<file path="config.mk">
export PLATFORM = sky130hd
export DESIGN_NAME = vector_order_flat
export DESIGN_NICKNAME = d
export VERILOG_FILES = /design/src/rtl/vector_order_if.sv /design/src/rtl/vector_order.sv /design/src/flat_wrapper.sv
export SDC_FILE = /design/constraint.sdc
export NUM_CORES = 1
export LEC_CHECK = 0
export CELL_PAD_IN_SITES_DETAIL_PLACEMENT = 0
export CELL_PAD_IN_SITES_GLOBAL_PLACEMENT = 1
export CORE_AREA = 2 2 39 41
export DETAILED_ROUTE_END_ITERATION = 10
export DIE_AREA = 0 0 41 43
export PLACE_DENSITY = 0.65
export SLEW_MARGIN = 40
export SYNTH_ARGS = -nofsm -noshare
export SYNTH_HDL_FRONTEND = slang
export SYNTH_SLANG_ARGS = --single-unit
export TNS_END_PERCENT = 20
</file>
<file path="constraint.sdc">
create_clock -name clk -period 1.7 [get_ports clk]
set_input_delay 0.255 -clock clk [delete_from_list [all_inputs] [get_ports clk]]
set_output_delay 0.255 -clock clk [all_outputs]
set_load 0.1 [all_outputs]
</file>
<file path="src/rtl/vector_order_if.sv">
// Handshake bundle for the vector_order permutation unit: input vector with
// mode/valid qualifiers and the registered, reordered result.
interface vector_order_if #(
    parameter int WIDTH = 4
) ();
    logic [WIDTH-1:0] a;
    logic [1:0]       mode;
    logic             in_valid;
    logic [WIDTH-1:0] b;
    logic             out_valid;

    modport master (output a, output mode, output in_valid, input b, input out_valid);
    modport slave  (input a, input mode, input in_valid, output b, output out_valid);
endinterface

</file>
<file path="src/rtl/vector_order.sv">
// Registered bit-order permutation: full reverse, pass, group-order reverse
// or in-group reverse, selected per vector by mode, with one cycle of latency.
module vector_order #(
    parameter int WIDTH = 4,
    parameter int GROUP = 2
) (
    input  logic          clk,
    input  logic          rst,
    vector_order_if.slave bus
);
    // Guarded copies keep the index arithmetic legal while the check below fires.
    localparam int G_SAFE = (GROUP > 0) ? GROUP : 1;
    localparam int NGRP   = WIDTH / G_SAFE;

    generate
        if (WIDTH < 1 || GROUP < 1 || (WIDTH % G_SAFE) != 0) begin : g_bad_cfg
            $error("vector_order: WIDTH must be >= 1 and GROUP must divide WIDTH");
        end
    endgenerate

    logic [WIDTH-1:0] w_rev;
    logic [WIDTH-1:0] w_grp_rev;
    logic [WIDTH-1:0] w_in_grp_rev;
    logic [WIDTH-1:0] w_perm;
    logic [WIDTH-1:0] r_b;
    logic             r_out_valid;

    genvar gi;
    generate
        for (gi = 0; gi < WIDTH; gi++) begin : g_bits
            localparam int K = gi / G_SAFE;
            localparam int J = gi % G_SAFE;
            assign w_rev[gi]        = bus.a[WIDTH-1-gi];
            assign w_grp_rev[gi]    = bus.a[(NGRP-1-K)*G_SAFE + J];
            assign w_in_grp_rev[gi] = bus.a[K*G_SAFE + G_SAFE-1-J];
        end
    endgenerate

    always_comb begin
        w_perm = bus.a;
        case (bus.mode)
            2'd0:    w_perm = w_rev;
            2'd1:    w_perm = bus.a;
            2'd2:    w_perm = w_grp_rev;
            default: w_perm = w_in_grp_rev;
        endcase
    end

    // b only loads on valid vectors; out_valid tracks in_valid every edge.
    always_ff @(posedge clk) begin
        if (rst) begin
            r_b         <= '0;
            r_out_valid <= 1'b0;
        end else begin
            r_out_valid <= bus.in_valid;
            if (bus.in_valid) begin
                r_b <= w_perm;
            end
        end
    end

    assign bus.b         = r_b;
    assign bus.out_valid = r_out_valid;
endmodule

</file>
<file path="src/flat_wrapper.sv">
// flat-port wrapper written by rule: the top's interface ports become plain ports
module vector_order_flat 
#(
    parameter int WIDTH = 4,
    parameter int GROUP = 2
)
  (clk, rst, bus_a, bus_mode, bus_in_valid, bus_b, bus_out_valid);
  vector_order_if #(.WIDTH(WIDTH)) bus_i ();
  input  logic clk;
  input  logic rst;
  input wire logic [$bits(bus_i.a)-1:0] bus_a;
  input wire logic [$bits(bus_i.mode)-1:0] bus_mode;
  input wire logic [$bits(bus_i.in_valid)-1:0] bus_in_valid;
  output wire logic [$bits(bus_i.b)-1:0] bus_b;
  output wire logic [$bits(bus_i.out_valid)-1:0] bus_out_valid;
  assign bus_i.a = bus_a;
  assign bus_i.mode = bus_mode;
  assign bus_i.in_valid = bus_in_valid;
  assign bus_b = bus_i.b;
  assign bus_out_valid = bus_i.out_valid;
  vector_order #(.WIDTH(WIDTH), .GROUP(GROUP)) u_core (.clk(clk), .rst(rst), .bus(bus_i));
endmodule
</file>
==> results.md <==
- Final hold vios: 0
- CTS max path bufs: 2
- Global-route wire length before repair: 1131 µm
- Commonest cells post-synth: 5 x dfxtp_1, 4 x mux2i_1, 4 x or3b_2
- Synth top area share: approximately two fifths
- Vias: 233
- Drt drc: 0
- PD cells: between 900 and 1000 nW/µm²
- Outcome: finished clean
- Pins Over Slew Limit: 0
- Fin crit share: about 75%
- Drt first pass iters: 2
- Placer Congestion: approximately 0.7
- Number of synthesis warnings: 0
- TritonCTS clock tree: built
- Die ar.: 1763 µm²
- CP max FO: 7
- Pin count of the biggest net entering global routing: 8
- Worst-Skew Late Latency: 0.24 ns
- Detailed placement HPWL: 548.3 µm
- Worst Path Required: ~1.9 ns
- Worst Clk Skew: 0 ns
- #FFs+latches synth: 5
- Post-Route Setup TNS: 0 ns
- DR vias/cell: 4.396
- Resized Gates After CTS: 0
- Die Height: 43 µm
- Congestion Overflow GR: 0
- Share of post-route cells with drive strength above 1: 37.84%
- CP peak stage delay: 0.54 ns
- Arrival time worst endpoint: 1.43 ns
- Reg clk slew, reported paths: 0.05 ns
- DR WL/cell: 12.77 µm
- Core ar.: 1384 µm²
- Die W: a little over 40 µm
- Count leader, synth: dfxtp_1
- Net count after synthesis: 30
- Share of flip-flops with an asynchronous set or reset: 0%
- Max Fclk: 784.5 MHz
- TritonCTS Buffers: 3
- WL final: a little under 700 µm
- Vias in the first global route: 261
- Crit path cell chain: clkdlybuf4s50_1 > or3b_4 > o221ai_1
- Sequential cell area fraction in the yosys report: about 40%
- Area delta synth->final: 90.82%
- DR iter-0 viols: 1
- Static Leak: roughly 0.18 nW
- Post-layout minimum cycle time: 1.275 ns
- FP Rows: 14
- Netlist cell types: 9
- Slew HR: 81.83%
- Worst-Margin Slew: 0.2650 ns
- Setup WS post-layout: 0.4253 ns
- Unrepaired setup endpoints after global routing: no
- EDFF count, synth: 0
- DRT antenna net count: 0
- Postcts setup bufs: 0
- Syn Area/Cell: 11.68 µm²
- Family with the most delay on the worst path: buffers and inverters
- CP Launch Type: input port
- Synth area leader: dfxtp_1
- CTS sink count: 5
- Max cap viols: 0
- Main synth FF type: dfxtp_1
- Starting Density: 17.72%
- Worst Hold Class: input port to register
- # nets final: 47
- Slowest CP cell: clkdlybuf4s50_1
- DP Worst Slack: 0.1707 ns
- Port bufs: 13
- Crit. End Element: register
- Main area contributors after synthesis: dfxtp_1 41%, mux2i_1 16%, or3b_2 14%
- All-layer global routing usage: 10.14%
- Cells after synthesis: 21
- Initial antenna violation count: 0
- Critical path buffers and inverters: 1
- Root buf cell: clkbuf_4
- I/O Pins: 14
- H-tree Lvls: 1
- Final setup vio count: 0
- Kind of critical path: input port to register
- Cell area after synthesis: about 250 µm²
- Worst VDD drop: 0.0004998 V
- Antenna Cells: 0
- Hold Buf Count CTS: 0
[power breakdown]
group | switching (W) | leakage (nW) | total [W] | internal [W]
combinational | 0.0000859 | 0.123 | 0.000148 | 0.0000626
sequential | 0.00000868 | 0.0413 | 0.000135 | 0.000127
clock | 0.0000495 | 0.0150 | 0.000138 | 0.0000888
total | 0.000144 | 0.179 | 0.000422 | 0.000278
[sequential cells by signal, summed over array words and instances, names as in the netlist]
signal                cells
u_core.bus.b              4
u_core.bus.out_valid      1
[placed cells by master, fill, tap and decap left out, drive strengths merged]
cell type and instances:
buf 5, clkbuf 4, clkdlybuf4s50 8, dfxtp 5, mux2i 4, nand3b 1
nor2b 1, o221ai 4, or3b 5
[routing by layer]
layer  global-route usage (%)  share of wire, %  vias to the layer above
li1                         -                 -                      118
met1                    10.29                42                      102
met2                    13.75                43                       13
met3                    9.948                15                        0
met4                    4.000                 0                        0
met5                        0                 0                        -
[cells by family (layout without fill, tap and decap cells)]
kind of cell           Yosys count  after routing  synth area share, %
AO/OA/AOI/OAI                    4              4                16.84
buffers and inverters            1             17                1.529
flip-flops                       5              5                40.82
multiplexers                     4              4                16.33
AND/OR/NAND/NOR                  7              7                24.49
[cell type report]
cell class                 count  area (µm²)
clock buffer                   4       26.28
fill                         140       915.9
multi-input combinational     15       141.4
sequential                     5       100.1
tap                           16       20.02
timing repair buffer          13       180.2
[path summary, 6_finish.rpt]
check / from / to / slack [ns] / cells past startpoint
max: bus_in_valid / u_core.bus.b[2]$_SDFFE_PP0P_ / 0.43 / 3
min: rst / u_core.bus.out_valid$_SDFF_PP0_ / 0.66 / 2
max reg2reg: u_core.bus.b[2]$_SDFFE_PP0P_ / u_core.bus.b[2]$_SDFFE_PP0P_ / 0.70 / 2
min reg2reg: u_core.bus.b[0]$_SDFFE_PP0P_ / u_core.bus.b[0]$_SDFFE_PP0P_ / 0.68 / 2
[through the flow]
step           instances  hold WS [ns]  instance area [µm²]  util, %   power, W
2_1_floorplan         21        0.3266                245.2        -  0.0002187
3_3_place_gp          49        0.6623                441.7    31.92  0.0002848
3_5_place_dp          49        0.6695                441.7    31.92  0.0002865
4_1_cts               53        0.6472                467.9    33.82  0.0004304
5_1_grt               53        0.6848                467.9    33.82  0.0004458
6_report              53        0.6606                467.9    33.82  0.0004221
Power figures use the tool's default switching activity.
